$ cat src/rtl/alu_muldiv.sv
// Iterative radix-2 multiply/divide unit with HI/LO result registers.
// Signed operations run on magnitudes; the sign is restored in a single FIX cycle.
module alu_muldiv #(
    parameter int unsigned WIDTH = 32,
    parameter int unsigned CNT_W = 6
) (
    input  logic             clk,
    input  logic             rstn,
    input  logic             start,
    input  logic [2:0]       op,
    input  logic [WIDTH-1:0] a,
    input  logic [WIDTH-1:0] b,
    input  logic             flush,
    output logic             busy,
    output logic             done,
    output logic [WIDTH-1:0] hi,
    output logic [WIDTH-1:0] lo
);

    typedef enum logic [1:0] {IDLE, CALC, FIX} state_t;

    state_t             state, state_next;
    logic [CNT_W-1:0]   count;
    logic [2*WIDTH-1:0] acc, step_acc, prod;
    logic [WIDTH-1:0]   opnd;
    logic [WIDTH:0]     mul_sum, div_trial;
    logic               is_div, sign_diff, a_neg_r, div_zero;
    logic               op_arith, op_signed, a_neg, b_neg;
    logic [WIDTH-1:0]   a_mag, b_mag, fix_hi, fix_lo;

    always_comb begin
        op_arith  = (op[2] == 1'b0);
        op_signed = ~op[0];
        a_neg     = op_signed & a[WIDTH-1];
        b_neg     = op_signed & b[WIDTH-1];
        a_mag     = a_neg ? -a : a;
        b_mag     = b_neg ? -b : b;
    end

    // acc holds {partial product, multiplier} or {remainder, dividend/quotient}
    always_comb begin
        mul_sum   = {1'b0, acc[2*WIDTH-1:WIDTH]} + (acc[0] ? {1'b0, opnd} : '0);
        div_trial = acc[2*WIDTH-1:WIDTH-1] - {1'b0, opnd};
        if (is_div) begin
            if (div_trial[WIDTH])
                step_acc = {acc[2*WIDTH-2:0], 1'b0};
            else
                step_acc = {div_trial[WIDTH-1:0], acc[WIDTH-2:0], 1'b1};
        end else begin
            step_acc = {mul_sum, acc[WIDTH-1:1]};
        end
    end

    always_comb begin
        prod = sign_diff ? -acc : acc;
        if (is_div) begin
            fix_lo = div_zero ? '1 : (sign_diff ? -acc[WIDTH-1:0] : acc[WIDTH-1:0]);
            fix_hi = a_neg_r ? -acc[2*WIDTH-1:WIDTH] : acc[2*WIDTH-1:WIDTH];
        end else begin
            fix_lo = prod[WIDTH-1:0];
            fix_hi = prod[2*WIDTH-1:WIDTH];
        end
    end

    always_ff @(posedge clk) begin
        if (!rstn) state <= IDLE;
        else       state <= state_next;
    end

    always_comb begin
        state_next = state;
        case (state)
            IDLE: if (start && op_arith) state_next = CALC;
            CALC: begin
                if (flush)                            state_next = IDLE;
                else if (count == CNT_W'(WIDTH - 1))  state_next = FIX;
            end
            FIX:     state_next = IDLE;
            default: state_next = IDLE;
        endcase
    end

    always_comb begin
        busy = (state != IDLE);
    end

    always_ff @(posedge clk) begin
        if (!rstn) begin
            done      <= 1'b0;
            hi        <= '0;
            lo        <= '0;
            count     <= '0;
            acc       <= '0;
            opnd      <= '0;
            is_div    <= 1'b0;
            sign_diff <= 1'b0;
            a_neg_r   <= 1'b0;
            div_zero  <= 1'b0;
        end else begin
            done <= 1'b0;
            case (state)
                IDLE: begin
                    if (start) begin
                        case (op)
                            3'b000, 3'b001, 3'b010, 3'b011: begin
                                is_div    <= op[1];
                                sign_diff <= a_neg ^ b_neg;
                                a_neg_r   <= a_neg;
                                div_zero  <= (b == '0);
                                count     <= '0;
                                opnd      <= op[1] ? b_mag : a_mag;
                                acc       <= {{WIDTH{1'b0}}, (op[1] ? a_mag : b_mag)};
                            end
                            3'b100: begin
                                hi   <= a;
                                done <= 1'b1;
                            end
                            3'b101: begin
                                lo   <= a;
                                done <= 1'b1;
                            end
                            default: ;
                        endcase
                    end
                end
                CALC: begin
                    if (!flush) begin
                        acc   <= step_acc;
                        count <= count + CNT_W'(1);
                    end
                end
                FIX: begin
                    if (!flush) begin
                        hi   <= fix_hi;
                        lo   <= fix_lo;
                        done <= 1'b1;
                    end
                end
                default: ;
            endcase
        end
    end

endmodule

$ cat config.mk
export PLATFORM = sky130hd
export DESIGN_NAME = alu_muldiv
export DESIGN_NICKNAME = d
export VERILOG_FILES = /design/src/rtl/alu_muldiv.sv
export SDC_FILE = /design/constraint.sdc
export NUM_CORES = 1
export LEC_CHECK = 0
export ABC_AREA = 1
export CAP_MARGIN = 0
export CORE_MARGIN = 2
export CORE_UTILIZATION = 30
export DETAILED_ROUTE_END_ITERATION = 10
export PLACE_DENSITY = 0.57
export SLEW_MARGIN = 20
export SYNTH_ARGS = -nofsm -noshare
export SYNTH_HDL_FRONTEND = slang
export SYNTH_SLANG_ARGS = --single-unit
$ cat constraint.sdc
create_clock -name clk -period 2.8 [get_ports clk]
set_input_delay 0.56 -clock clk [delete_from_list [all_inputs] [get_ports clk]]
set_output_delay 0.56 -clock clk [all_outputs]
set_load 0.005 [all_outputs]
==> results.toml <==
[status]
outcome = "completed"

[min_path]
hold-path-endpoint = "state[1]"
hold_path.startpoint = "count[5]"
whs_path_depth = 1
worstHoldPathType = "reg2reg"

[synth]
synthMuxAreaShare_pct = 0
synth_fp_nets = 3536
synth_seq_cells = 173
synth-simple-area-share_pct = 41.4
syn_area_mm2 = 0.0185
synthAdderAreaFrac_pct = 4.89
synth-xor-area-share_pct = 3.51
syn_area_per_cell_um2 = 5.44
synth_cell_type_count = 53
synth_top_family_by_area = "simple AND/OR/NAND/NOR gates"
yosysSeqAreaShare_pct = 18.8
synth_edf_count = 0
synthFlopType = "dfxtp_1"
syn_inst = 3394
synthArstFlopShare_pct = 0
ys_warn_count = 0
synth-compound-area-share_pct = 17.4

[setup_path]
cp_slowest_cell = "dfxtp_2"
critPathLaunch = "acc[0]"
cp_slowest_stage_delay_ns = 0.36
r2r_end = "hi[26]"
ff2ff_path_depth = 15
end_kind = "flip-flop"
start_kind = "flip-flop"
crit_chain = "buf_12, inv_2, ha_1, nand3_4, nor2_2, nand2_1, inv_2, nand3_2, inv_2, nand3_2, nand2_2, nand3_1, nand2_1, nand3_1, a21oi_1"
crit_fanout = 15
timing.rr.start = "acc[0]"
cp_common_cell = "inv_2"
critical_path_required_ns = 3.23
r2r_slack_ns = 0.16
worstSetupPathType = "reg2reg"
arrival_ns = 3.07

[clocking]
cts_buffer_depth = 2
htreeDepth = 4
clock_latency_ns = 0.50
cts.sinks = 173
cts_buffers = 17
root_buffer = "clkbuf_16"
clk_pin_slew_ns = 0.09
cts_tree = "built"
cts_setup_buffers = 0

[floorplan]
dieArea_mm2 = 0.0635
rows = 90
core_area_mm2 = 0.0606
pin_count = 137
die_h_um = 252
start_util_pct = 30.5
die_w_um = 252

[power_and_ir_drop]
p_leak_nw = 11.2
p_sw_share_pct = 39.4
clkPwrFrac_pct = 32.2
p_seq_share_pct = 33.3
power.switching_mw = 3.23
intPower_mw = 4.96
power_density_mw_per_mm2 = 369
combPwrFrac_pct = 34.5
ir_drop_uv = 491

[timing]
setup_tns_ns = 0
max_freq_mhz = 378
finalSetupViolCount = 0
min_period_ns = 2.64
rsz0062_at_grt = "true"
fin_ws_ns = 0.156
fin_skew_ns = 0.0247
holdWs_ns = 0.449
fin_crit_sh_pct = 94.4
slew_headroom_pct = 40.1
slew_viol_final = 0
worst_pin_slew_ns = 0.897
hold_viol_final = 0

[placed_design]
hpwlAfterDp_um = 72900
place_ws_ns = 0.0821
routabilityCongestion = 0.990
io_buffers = 136

[routing]
antenna_left = 0
num_vias = 22900
drc = 0
drtIter0Drc = 2775
wirelength_um = 88100
vias_per_cell = 5.23
drt_pass1_iterations = 6
routedWlPerCell_um = 20.1

[grt]
grtUsageTotal_pct = 27.3
grt_first_pass_wirelength_um = 130000
overflow = 0
grt_pass1_vias = 20400
antenna_found_initial = 0
grt_max_degree = 123

[cells_and_area]
final_util_pct = 36.6
syn_to_final_growth_pct = 20.2
diodes = 0
drive_gt1_share_pct = 8.08
fin_nets = 3720

[run]
cap_violations = 0
## worst max-delay path by stage
| stage | endpoint | slack, ns | depth (start not counted) |
|---|---|---|---|
| after floorplan | acc[35] | 0.33 | 18 |
| after global placement | opnd[25] | 0.09 | 12 |
| after detailed placement | opnd[25] | 0.08 | 12 |
| after CTS | acc[44] | 0.14 | 19 |
| after global routing | acc[49] | -0.02 | 19 |
| final | hi[26] | 0.16 | 15 |
## worst max-delay path: cells and delay by family (launching register included)
kind | cells | cell delay (ns)
and+or+nand+nor | 9 | 1.29
buffers and inverters | 4 | 0.48
DFF | 1 | 0.36
adders and majority gates | 1 | 0.25
AOI/OAI and AO/OA | 1 | 0.18
## per-layer routing
layer	global-route usage [%]	up-vias	wire [um]
met1	40.6	10400	40900
met4	8.72	0	2700
met5	0	-	0
met2	40.1	1079	36800
li1	-	11200	-
met3	3.67	128	7710
## through the flow
stage               cells  total power [mW]  area [um2]
detailed placement   4341              5.50       21500
finish               4373              8.18       22200
floorplan            3394              4.42       18500
global route         4373              8.56       22200
global placement     4341              5.51       21500
CTS                  4373              8.13       22100
## cell usage in the layout, fill, tap and decap left out, types with 30 or more instances in the layout
| cell type | netlist | routed |
|---|---|---|
| nand2_1 | 1016 | 1014 |
| inv_1 | 514 | 511 |
| nor2_1 | 347 | 342 |
| nand3_1 | 298 | 296 |
| o21ai_0 | 255 | 255 |
| a21oi_1 | 228 | 227 |
| dfxtp_1 | 173 | 171 |
| buf_4 | 1 | 141 |
| clkdlybuf4s50_1 | 0 | 135 |
| ha_1 | 69 | 69 |
| xor2_1 | 56 | 56 |
| nand4_1 | 49 | 49 |
| nor3_1 | 32 | 30 |
## state kept, by name, indices dropped and copies added, names as in the netlist, 2 cells and up
signal	count
acc	64
count	6
hi	32
lo	32
opnd	32
state	2
## final cells by class
cell class,instances,area (um2)
Clock inverter,14,183
Timing Repair Buffer,287,2620
Inverter,543,2040
Clock buffer,18,429
Fill cell,6860,38400
Multi-Input combinational cell,2556,12500
Sequential cell,173,3470
Tap cell,782,978
## power groups by stage
stage | Sequential, mW | Combinational (mW) | Clock, mW
6_report | 2.72 | 2.82 | 2.64
5_1_grt | 2.73 | 3.08 | 2.75
4_1_cts | 2.71 | 2.74 | 2.67
3_5_place_dp | 2.77 | 2.73 | 0
3_3_place_gp | 2.77 | 2.74 | 0
2_1_floorplan | 2.71 | 1.71 | 0
## cell families after synthesis
kind of cell / count (synthesis)
fa+ha+maj: 71
simple gates: 1816
buf+inv: 665
xor+xnor: 74
flops: 173
compound gates: 595
## synth_stat cells, types with 4 or more instances
cell | n | area (um2)
nand3b_1 | 10 | 75.1
o211ai_1 | 28 | 210
buf_1 | 14 | 52.6
o21bai_1 | 7 | 52.6
nand3_1 | 298 | 1490
xor2_1 | 56 | 490
inv_2 | 24 | 90.1
nor4_1 | 8 | 50.1
ha_1 | 69 | 863
inv_1 | 514 | 1930
o21ai_0 | 255 | 1280
clkinv_1 | 5 | 18.8
nand2_2 | 22 | 138
clkbuf_1 | 76 | 285
a31oi_1 | 22 | 138
nand4_1 | 49 | 307
buf_2 | 24 | 120
o22ai_1 | 4 | 25.0
nor2_2 | 8 | 50.1
nand3_2 | 4 | 40.0
xnor2_1 | 18 | 158
nand2_1 | 1016 | 3810
buf_6 | 6 | 67.6
a21oi_2 | 18 | 158
nor3_1 | 32 | 160
a21oi_1 | 228 | 1140
o221ai_1 | 4 | 35.0
dfxtp_1 | 173 | 3460
o21ai_1 | 15 | 75.1
nor2_1 | 347 | 1300
## timing repair
action,4_1_cts,5_1_grt
resized for setup,0,14
hold endpoints to repair,0,0
endpoints found under the setup margin,0,26
hold buffers,0,0
No activity file was read; power rests on OpenSTA's default activity.
